## src/rtl/rv32_pkg.sv

```systemverilog
// Shared integer-core types: register address, data word and write-port source id.
package rv32;

    typedef logic [4:0]  addr_t;
    typedef logic [31:0] word_t;

    typedef enum logic {SRC_EXE, SRC_MEM} src_t;

endpackage

```

## src/rtl/regfile_ctrl_if.sv

```systemverilog
// Bundle of execute/LSU write handshakes, register-file write port and decode hazard queries.
interface regfile_ctrl_if;
    import rv32::*;

    logic  exe_valid;
    logic  exe_ready;
    addr_t exe_addr;
    word_t exe_data;

    logic  mem_valid;
    logic  mem_ready;
    addr_t mem_addr;
    word_t mem_data;

    logic  rd_en;
    addr_t rd_addr;
    word_t rd_data;

    logic  iss_en;
    addr_t iss_addr;
    logic  iss_busy;
    addr_t rs1_addr;
    addr_t rs2_addr;
    logic  rs1_busy;
    logic  rs2_busy;

    // Pipeline side: sources, decode and the register file.
    modport master (
        output exe_valid, exe_addr, exe_data,
        output mem_valid, mem_addr, mem_data,
        output iss_en, iss_addr, rs1_addr, rs2_addr,
        input  exe_ready, mem_ready,
        input  rd_en, rd_addr, rd_data,
        input  iss_busy, rs1_busy, rs2_busy
    );

    modport slave (
        input  exe_valid, exe_addr, exe_data,
        input  mem_valid, mem_addr, mem_data,
        input  iss_en, iss_addr, rs1_addr, rs2_addr,
        output exe_ready, mem_ready,
        output rd_en, rd_addr, rd_data,
        output iss_busy, rs1_busy, rs2_busy
    );

endinterface

```

## src/rtl/regfile_ctrl_scoreboard.sv

```systemverilog
// Pending-write scoreboard: one bit per architectural register x1..x31, three busy lookups.
module scoreboard
    import rv32::*;
(
    input  logic  clk,
    input  logic  reset,
    input  logic  setEn_i,
    input  addr_t setAddr_i,
    input  logic  clrEn_i,
    input  addr_t clrAddr_i,
    input  addr_t rs1Addr_i,
    input  addr_t rs2Addr_i,
    input  addr_t issAddr_i,
    output logic  rs1Busy_o,
    output logic  rs2Busy_o,
    output logic  issBusy_o
);

    logic [31:1] pending_q;
    logic [31:1] pending_d;
    logic [31:0] pendingAll;

    // Set is applied after clear so an issue colliding with a writeback keeps the bit.
    always_comb begin
        pending_d = pending_q;
        for (int i = 1; i < 32; i++) begin
            if (clrEn_i && (clrAddr_i == addr_t'(i))) pending_d[i] = 1'b0;
            if (setEn_i && (setAddr_i == addr_t'(i))) pending_d[i] = 1'b1;
        end
    end

    always_ff @(posedge clk) begin
        if (reset) pending_q <= '0;
        else       pending_q <= pending_d;
    end

    // Bit 0 is hard-wired low so lookups of x0 never report busy.
    assign pendingAll = {pending_q, 1'b0};
    assign rs1Busy_o  = pendingAll[rs1Addr_i];
    assign rs2Busy_o  = pendingAll[rs2Addr_i];
    assign issBusy_o  = pendingAll[issAddr_i];

endmodule

```

## src/rtl/regfile_ctrl.sv

```systemverilog
// Round-robin write-port arbiter between execute and LSU writeback, with registered regfile write.
module regfile_ctrl
    import rv32::*;
(
    input  logic          clk,
    input  logic          reset,
    regfile_ctrl_if.slave bus
);

    src_t  lastSrc_q, lastSrc_d;
    logic  rdEn_q, rdEn_d;
    addr_t rdAddr_q, rdAddr_d;
    word_t rdData_q, rdData_d;

    logic  conflict;
    logic  grantExe;
    logic  grantMem;
    logic  xfer;
    addr_t grantAddr;
    word_t grantData;

    logic  rs1Busy, rs2Busy, issBusy;

    // Under contention the source that lost the previous conflict wins; lastSrc moves only then.
    always_comb begin
        conflict  = bus.exe_valid && bus.mem_valid;
        grantMem  = bus.mem_valid && (!bus.exe_valid || (lastSrc_q == SRC_EXE));
        grantExe  = bus.exe_valid && !grantMem;
        xfer      = grantExe || grantMem;
        grantAddr = grantMem ? bus.mem_addr : bus.exe_addr;
        grantData = grantMem ? bus.mem_data : bus.exe_data;

        lastSrc_d = lastSrc_q;
        rdAddr_d  = rdAddr_q;
        rdData_d  = rdData_q;
        rdEn_d    = xfer && (grantAddr != '0);

        if (conflict) lastSrc_d = grantMem ? SRC_MEM : SRC_EXE;
        if (xfer) begin
            rdAddr_d = grantAddr;
            rdData_d = grantData;
        end
    end

    always_ff @(posedge clk) begin
        if (reset) begin
            lastSrc_q <= SRC_EXE;
            rdEn_q    <= 1'b0;
            rdAddr_q  <= '0;
            rdData_q  <= '0;
        end else begin
            lastSrc_q <= lastSrc_d;
            rdEn_q    <= rdEn_d;
            rdAddr_q  <= rdAddr_d;
            rdData_q  <= rdData_d;
        end
    end

    scoreboard u_scoreboard (
        .clk       (clk),
        .reset     (reset),
        .setEn_i   (bus.iss_en),
        .setAddr_i (bus.iss_addr),
        .clrEn_i   (xfer),
        .clrAddr_i (grantAddr),
        .rs1Addr_i (bus.rs1_addr),
        .rs2Addr_i (bus.rs2_addr),
        .issAddr_i (bus.iss_addr),
        .rs1Busy_o (rs1Busy),
        .rs2Busy_o (rs2Busy),
        .issBusy_o (issBusy)
    );

    assign bus.exe_ready = grantExe;
    assign bus.mem_ready = grantMem;
    assign bus.rd_en     = rdEn_q;
    assign bus.rd_addr   = rdAddr_q;
    assign bus.rd_data   = rdData_q;
    assign bus.rs1_busy  = rs1Busy;
    assign bus.rs2_busy  = rs2Busy;
    assign bus.iss_busy  = issBusy;

endmodule

```

## src/flat_wrapper.sv

```systemverilog
// flat-port wrapper written by rule: the top's interface ports become plain ports
module regfile_ctrl_flat import rv32::*;
  (clk, reset, bus_exe_valid, bus_exe_addr, bus_exe_data, bus_mem_valid, bus_mem_addr, bus_mem_data, bus_iss_en, bus_iss_addr, bus_rs1_addr, bus_rs2_addr, bus_exe_ready, bus_mem_ready, bus_rd_en, bus_rd_addr, bus_rd_data, bus_iss_busy, bus_rs1_busy, bus_rs2_busy);
  regfile_ctrl_if bus_i ();
  input  logic clk;
  input  logic reset;
  input wire logic [$bits(bus_i.exe_valid)-1:0] bus_exe_valid;
  input wire logic [$bits(bus_i.exe_addr)-1:0] bus_exe_addr;
  input wire logic [$bits(bus_i.exe_data)-1:0] bus_exe_data;
  input wire logic [$bits(bus_i.mem_valid)-1:0] bus_mem_valid;
  input wire logic [$bits(bus_i.mem_addr)-1:0] bus_mem_addr;
  input wire logic [$bits(bus_i.mem_data)-1:0] bus_mem_data;
  input wire logic [$bits(bus_i.iss_en)-1:0] bus_iss_en;
  input wire logic [$bits(bus_i.iss_addr)-1:0] bus_iss_addr;
  input wire logic [$bits(bus_i.rs1_addr)-1:0] bus_rs1_addr;
  input wire logic [$bits(bus_i.rs2_addr)-1:0] bus_rs2_addr;
  output wire logic [$bits(bus_i.exe_ready)-1:0] bus_exe_ready;
  output wire logic [$bits(bus_i.mem_ready)-1:0] bus_mem_ready;
  output wire logic [$bits(bus_i.rd_en)-1:0] bus_rd_en;
  output wire logic [$bits(bus_i.rd_addr)-1:0] bus_rd_addr;
  output wire logic [$bits(bus_i.rd_data)-1:0] bus_rd_data;
  output wire logic [$bits(bus_i.iss_busy)-1:0] bus_iss_busy;
  output wire logic [$bits(bus_i.rs1_busy)-1:0] bus_rs1_busy;
  output wire logic [$bits(bus_i.rs2_busy)-1:0] bus_rs2_busy;
  assign bus_i.exe_valid = bus_exe_valid;
  assign bus_i.exe_addr = bus_exe_addr;
  assign bus_i.exe_data = bus_exe_data;
  assign bus_i.mem_valid = bus_mem_valid;
  assign bus_i.mem_addr = bus_mem_addr;
  assign bus_i.mem_data = bus_mem_data;
  assign bus_i.iss_en = bus_iss_en;
  assign bus_i.iss_addr = bus_iss_addr;
  assign bus_i.rs1_addr = bus_rs1_addr;
  assign bus_i.rs2_addr = bus_rs2_addr;
  assign bus_exe_ready = bus_i.exe_ready;
  assign bus_mem_ready = bus_i.mem_ready;
  assign bus_rd_en = bus_i.rd_en;
  assign bus_rd_addr = bus_i.rd_addr;
  assign bus_rd_data = bus_i.rd_data;
  assign bus_iss_busy = bus_i.iss_busy;
  assign bus_rs1_busy = bus_i.rs1_busy;
  assign bus_rs2_busy = bus_i.rs2_busy;
  regfile_ctrl u_core (.clk(clk), .reset(reset), .bus(bus_i));
endmodule
```

## config.mk

```make
export PLATFORM = sky130hd
export DESIGN_NAME = regfile_ctrl_flat
export DESIGN_NICKNAME = d
export VERILOG_FILES = /design/src/rtl/rv32_pkg.sv /design/src/rtl/regfile_ctrl_if.sv /design/src/rtl/regfile_ctrl_scoreboard.sv /design/src/rtl/regfile_ctrl.sv /design/src/flat_wrapper.sv
export SDC_FILE = /design/constraint.sdc
export NUM_CORES = 1
export LEC_CHECK = 0
export ABC_AREA = 1
export CAP_MARGIN = 15
export CORE_AREA = 2 2 95 97
export DETAILED_ROUTE_END_ITERATION = 10
export DIE_AREA = 0 0 97 99
export PLACE_DENSITY = 0.85
export SLEW_MARGIN = 25
export SYNTH_ARGS = -nofsm -noshare
export SYNTH_HDL_FRONTEND = slang
export SYNTH_SLANG_ARGS = --single-unit
```

## constraint.sdc

```tcl
create_clock -name clk -period 2.98 [get_ports clk]
set_input_delay 0.298 -clock clk [delete_from_list [all_inputs] [get_ports clk]]
set_output_delay 0.298 -clock clk [all_outputs]
set_load 0.005 [all_outputs]
```

---- Yosys cells after proc, flatten, opt, wreduce, memory -nomap -nowiden ----
Cells that the tools add are included.
cells by class
  magnitude comparators ................... 3
  bitwise operators ....................... 1
  reductions and logical operators ........ 102
  multiplexer cells ....................... 71
  eq/ne operators ......................... 62
operators by type and width
  operator                                                              count
  5-bit == test, second input constant                                  32
  5-bit by 4-bit == test with 1-bit output, second input constant       16
  1-bit logical AND                                                     66
  1-bit 2-to-1 mux                                                      66
  2-bit nonzero test                                                    31
  5-bit by 3-bit == test with 1-bit output, second input constant       8
  32-bit 2-to-1 mux                                                     1
  5-bit by 2-bit == test with 1-bit output, second input constant       4
  5-bit by 6-bit < comparator with 1-bit output, second input constant  3
  1-bit binary-select mux with 5-bit select                             3
  5-bit by 1-bit == test with 1-bit output, second input constant       2
  5-bit 2-to-1 mux                                                      1
  5-bit nonzero test                                                    1
  1-bit zero test                                                       2
  1-bit logical OR                                                      2
  1-bit NOT                                                             1
storage, ports and cells
  input bits .............................. 94
  word-level logic and storage cells ...... 274
  register bits ........................... 70
  output and inout bits ................... 43

---- Depth between registers and ports, before layout ----
  depth in word-level cells ............... 9
  gate-level depth with buffers ........... 11
  depth with buffers taken out ............ 10

---- Hierarchy ----
A second synthesis with hierarchy kept.
unflattened totals
  cell total of the unflattened synthesis .. 667
  area, all modules ....................... 4182.8 um^2
modules (own cells, without submodules)
  module        cells each  area each (um^2)  instances  sequential area each (um^2)
  scoreboard    430         2389.8            1          620.6
  regfile_ctrl  237         1793.0            1          780.7

---- Least setup slack after synthesis ----
OpenSTA, ideal clock, no wires.
  kind .................................... input port to output port
  start point ............................. input port bus_rs1_addr[0]
  end point ............................... output port bus_rs1_busy
  path slack .............................. 1.501 ns
  path buffers ............................ 2
  stages .................................. 10
  data arrival time ....................... 1.181 ns
  path through ............................ buf_2 clkbuf_1 nand2_1 nand3_1 nand3_1 nand2_1 nand2_1 nand2_1 nand2_1 nand2_1
between the ends
  longest elaborated chain between the ends .. 2
ends and longest elaborated chain
  element                                    RTL line                       RTL
  from (decl)                                flat_wrapper.sv:15             input wire logic [$bits(bus_i.rs1_addr)-1:0] bus_rs1_addr;
  1-bit binary-select mux with 5-bit select  regfile_ctrl_scoreboard.sv:39  assign rs1Busy_o = pendingAll[rs1Addr_i];
  1-bit 2-to-1 mux (implied by the code)     regfile_ctrl_scoreboard.sv:39
  to (decl)                                  flat_wrapper.sv:23             output wire logic [$bits(bus_i.rs1_busy)-1:0] bus_rs1_busy;
No other way between the ends. The select of a mux whose other input is x is not followed.

---- Worst setup path after layout ----
  start point ............................. input port bus_iss_addr[0]
  end point ............................... output port bus_iss_busy
between the ends
  longest elaborated chain between the ends .. 2
ends and longest elaborated chain
  element                                    RTL line                       RTL
  from (decl)                                flat_wrapper.sv:14             input wire logic [$bits(bus_i.iss_addr)-1:0] bus_iss_addr;
  1-bit binary-select mux with 5-bit select  regfile_ctrl_scoreboard.sv:41  assign issBusy_o = pendingAll[issAddr_i];
  1-bit 2-to-1 mux (implied by the code)     regfile_ctrl_scoreboard.sv:41
  to (decl)                                  flat_wrapper.sv:22             output wire logic [$bits(bus_i.iss_busy)-1:0] bus_iss_busy;
No other way between the ends. The select of a mux whose other input is x is not followed.

==> impl_results.rst <==
.. list-table::
   :header-rows: 1

   * - Metric
     - Value
   * - Outcome
     - finished, final reports clean
   * - H-tree depth
     - 3
   * - Total area of sequential cells
     - roughly 0.0014 sq mm
   * - Setup Fix Bufs, Post-CTS
     - 0
   * - Yosys warning count
     - 0
   * - Critical path startpoint
     - bus_iss_addr[0]
   * - Vias in the first global route
     - 4925
   * - Inserted Clock Buffers
     - 9
   * - Cell class contributing the biggest share of worst-path delay
     - buffers and inverters
   * - Start of the worst register-to-register path
     - u_core.lastSrc_q
   * - Post-DP HPWL
     - 11310 um
   * - I/O pin count
     - approximately 140
   * - Synthesized flop and latch total
     - 70
   * - First-pass iteration count of the detailed router
     - 6
   * - Maximum fanout count along the critical path
     - 7
   * - Synthesis-to-layout area growth
     - 37.88%
   * - Clock latency of the later-clocked register in the worst-skew pair
     - 350 ps
   * - Global routing's busiest layer
     - met2
   * - IR Drop Worst-Case VDD
     - 0.2719 mV
   * - Height of the die
     - 99 um
   * - Fillers
     - 752
   * - Remaining DRCs
     - 0
   * - Floorplan Core Area
     - 0.008551 sq mm
   * - Total placed cells including tap cells
     - 899
   * - Final Hold Fails
     - 0
   * - Drt first-iter violations
     - 423
   * - Number of max-capacitance violations reported
     - 0
   * - Time the final worst path needs with I/O delays and setup
     - ~2800 ps
   * - Number of vias in the routed layout
     - 5090
   * - Distinct cells, synth
     - 27
   * - Count of final setup violators
     - 0
   * - Max incr delay on CP
     - 610 ps
   * - Buffers from clock root to sink, at most
     - 2
   * - Multi-input logic area
     - between 0.002 and 0.0025 sq mm
   * - Die Footprint
     - between 0.009 and 0.01 sq mm
   * - GP Congestion
     - 0.9924
   * - Timing-limited maximum frequency
     - approximately 0.36 GHz
   * - Power per standard cell area
     - 409.9 mW/mm^2
   * - Number of max-slew violations in the final report
     - 0
   * - Part of the cycle the worst path needs
     - 93.26%
   * - Worst-margin pin slew
     - 642.1 ps
   * - Critical path cell sequence
     - clkdlybuf4s50_1 -> inv_1 -> nor2_1 -> nand2_1 -> inv_1 -> nand2_1 -> nand2_1 -> nor2_1 -> nand2_1 -> nor2_1 -> nor2_1 -> clkdlybuf4s50_1
   * - Data arrival time of the critical path
     - 2480 ps
   * - Overall routing resource usage
     - 31.61%
   * - Net count, final
     - 896
   * - Routing usage on met1
     - between 40 and 50%
   * - Clk_skew
     - 13.77 ps
   * - Master of the slowest instance on the critical path
     - sky130_fd_sc_hd__clkdlybuf4s50_1
   * - Worst hold start
     - u_core.u_scoreboard.pending_q[3]
   * - Row count
     - 34
   * - Layout cell share with drive strength beyond 1
     - 6.815%
   * - Vias/cell
     - 5.563
   * - Total gr overflow
     - 0
   * - Clock transition at the registers of the reported paths
     - 70 ps
   * - Clock root buffer
     - sky130_fd_sc_hd__clkbuf_8
   * - Portion of the post-synthesis area used by sequential elements
     - 33.30%
   * - Met3 usage
     - 10.21%
   * - Chip width
     - about 97 um
   * - Number of sinks driven by the clock tree
     - 70
   * - Power Total
     - 0.002378 W
   * - Critical path class
     - in2out
   * - CP bufs+invs
     - 4
   * - Net count after synthesis
     - 772
   * - Per-cell routed wire length
     - 16.68 um
   * - Post-synthesis average cell area
     - 6.206 sq um
   * - Effective utilization at floorplan
     - 49.21%
   * - Number of buffers added on ports
     - approximately 140
   * - Remaining max-slew budget at the tightest pin
     - between 50% and 60%
   * - CTS tree
     - yes
   * - Tightest Hold Check Type
     - reg2reg
   * - Aggregate routed wire length
     - around 15000 um
   * - Mapped cell area
     - 0.004208 sq mm
   * - Maximum number of pins on one net before global-route repair
     - 38
   * - Antenna violation net count after detailed routing
     - 0
   * - M2 GR Usage
     - 49.52%
   * - Leak
     - approximately 2.3 nW
   * - Number of cells produced by synthesis
     - 678
   * - Setup crit start kind
     - input port
   * - Final instance count without filler cells
     - 915
   * - Crit. End Element
     - output pin
   * - Antenna Cells
     - 0
   * - Number of antenna violations at the first check in global routing
     - 0
   * - Global-route wire length before repair
     - approximately 24000 um
   * - Critical path required time
     - 2680 ps
## worst reg2reg max path: cells and delay by family (launching register included)
| kind | cells | cell delay, ps |
|---|---|---|
| and+or+nand+nor | 7 | 1130 |
| DFF | 1 | 340 |
| AOI/OAI and AO/OA | 1 | 60 |
## synthesized netlist by cell type
cell	count	share of area [%]
sky130_fd_sc_hd__nand3b_2	1	0.27
sky130_fd_sc_hd__inv_1	42	3.7
sky130_fd_sc_hd__clkbuf_2	2	0.24
sky130_fd_sc_hd__buf_6	4	1.1
sky130_fd_sc_hd__nand3_2	2	0.48
sky130_fd_sc_hd__nor2_8	1	0.48
sky130_fd_sc_hd__nand2_1	209	19
sky130_fd_sc_hd__buf_2	13	1.5
sky130_fd_sc_hd__nand3b_1	2	0.36
sky130_fd_sc_hd__a21oi_1	33	3.9
sky130_fd_sc_hd__nand3_1	126	15
sky130_fd_sc_hd__nand4_1	3	0.45
sky130_fd_sc_hd__buf_8	1	0.36
sky130_fd_sc_hd__nor2_2	1	0.15
sky130_fd_sc_hd__o21ai_0	43	5.1
sky130_fd_sc_hd__nand2_4	2	0.54
sky130_fd_sc_hd__dfxtp_1	70	33
sky130_fd_sc_hd__nor2_4	10	2.7
sky130_fd_sc_hd__o211ai_1	2	0.36
sky130_fd_sc_hd__nand2_2	7	1.0
sky130_fd_sc_hd__o21ai_1	27	3.2
sky130_fd_sc_hd__nor2_1	58	5.2
sky130_fd_sc_hd__clkbuf_1	12	1.1
sky130_fd_sc_hd__inv_2	2	0.18
sky130_fd_sc_hd__xor2_1	1	0.21
sky130_fd_sc_hd__buf_1	3	0.27
sky130_fd_sc_hd__o21bai_1	1	0.18
## stage by stage
step	TNS [ps]	hold WS [ps]	util [%]	area, sq um	setup WS, ps
after floorplan	0	439.1	-	4208	1501
after global placement	0	452.8	65.53	5603	267.6
after detailed placement	0	460.9	65.53	5603	248.7
after CTS	0	472.1	67.82	5799	231.6
after global routing	-2.980	495.3	67.85	5802	-2.980
final	0	475.5	67.85	5802	200.9
## sequential cells by signal, indices dropped and copies added (netlist names)
| name | cells |
|---|---|
| u_core.bus.rd_data | 32 |
| u_core.u_scoreboard.pending_q | 31 |
| u_core.bus.rd_addr | 5 |
| u_core.bus.rd_en | 1 |
| u_core.lastSrc_q | 1 |
## cells by family after synthesis
kind of cell / after synthesis / synth area share, %
AO/OA/AOI/OAI: 106 / 12.79
AND/OR/NAND/NOR: 422 / 45.23
XOR/XNOR: 1 / 0.2082
buffers and inverters: 79 / 8.474
flip-flops: 70 / 33.30
## routing by layer
layer | up-vias | wire (um)
met5 | - | 0
met2 | 289 | 6739
met4 | 0 | 454
li1 | 2463 | -
met1 | 2306 | 6305
met3 | 32 | 1766
## cells in the final DEF (no fill, tap or decap), types with 3 or more instances in the layout
cell / count
sky130_fd_sc_hd__nand2_1: 209
sky130_fd_sc_hd__clkdlybuf4s50_1: 136
sky130_fd_sc_hd__nand3_1: 126
sky130_fd_sc_hd__dfxtp_1: 70
sky130_fd_sc_hd__nor2_1: 57
sky130_fd_sc_hd__o21ai_0: 43
sky130_fd_sc_hd__inv_1: 42
sky130_fd_sc_hd__a21oi_1: 33
sky130_fd_sc_hd__o21ai_1: 27
sky130_fd_sc_hd__buf_4: 12
sky130_fd_sc_hd__nor2_4: 10
sky130_fd_sc_hd__clkbuf_8: 9
sky130_fd_sc_hd__nand2_2: 7
sky130_fd_sc_hd__nand4_1: 3
## path summary, 6_finish.rpt
path / to / slack [ps] / depth (start not counted)
setup / recovery: bus_iss_busy / 200 / 12
setup reg to reg: u_core.u_scoreboard.pending_q[10] / 1310 / 8
hold / removal: u_core.u_scoreboard.pending_q[3] / 480 / 2
hold reg to reg: u_core.u_scoreboard.pending_q[3] / 480 / 2
## power breakdown
group	internal [W]	total [W]	switching (W)
Sequential	0.000986	0.00102	0.0000345
Clock	0.000389	0.000777	0.000387
Combinational	0.000282	0.000581	0.000300
Total	0.00166	0.00238	0.000721
## timing repair
item | 4_1_cts | 5_1_grt
resized for setup | 0 | 1
endpoints found under the setup margin | 0 | 1
hold buffers | 0 | 0
## area by class of cell
cell class                 count  area share, %
clock buffer                   9          2.135
sequential                    70          24.15
tap                          108          2.329
multi-input combinational    529          42.27
clock inverter                 7          1.251
inverter                      44          2.847
timing repair buffer         148          25.02
(Power assumes the default switching activity.)
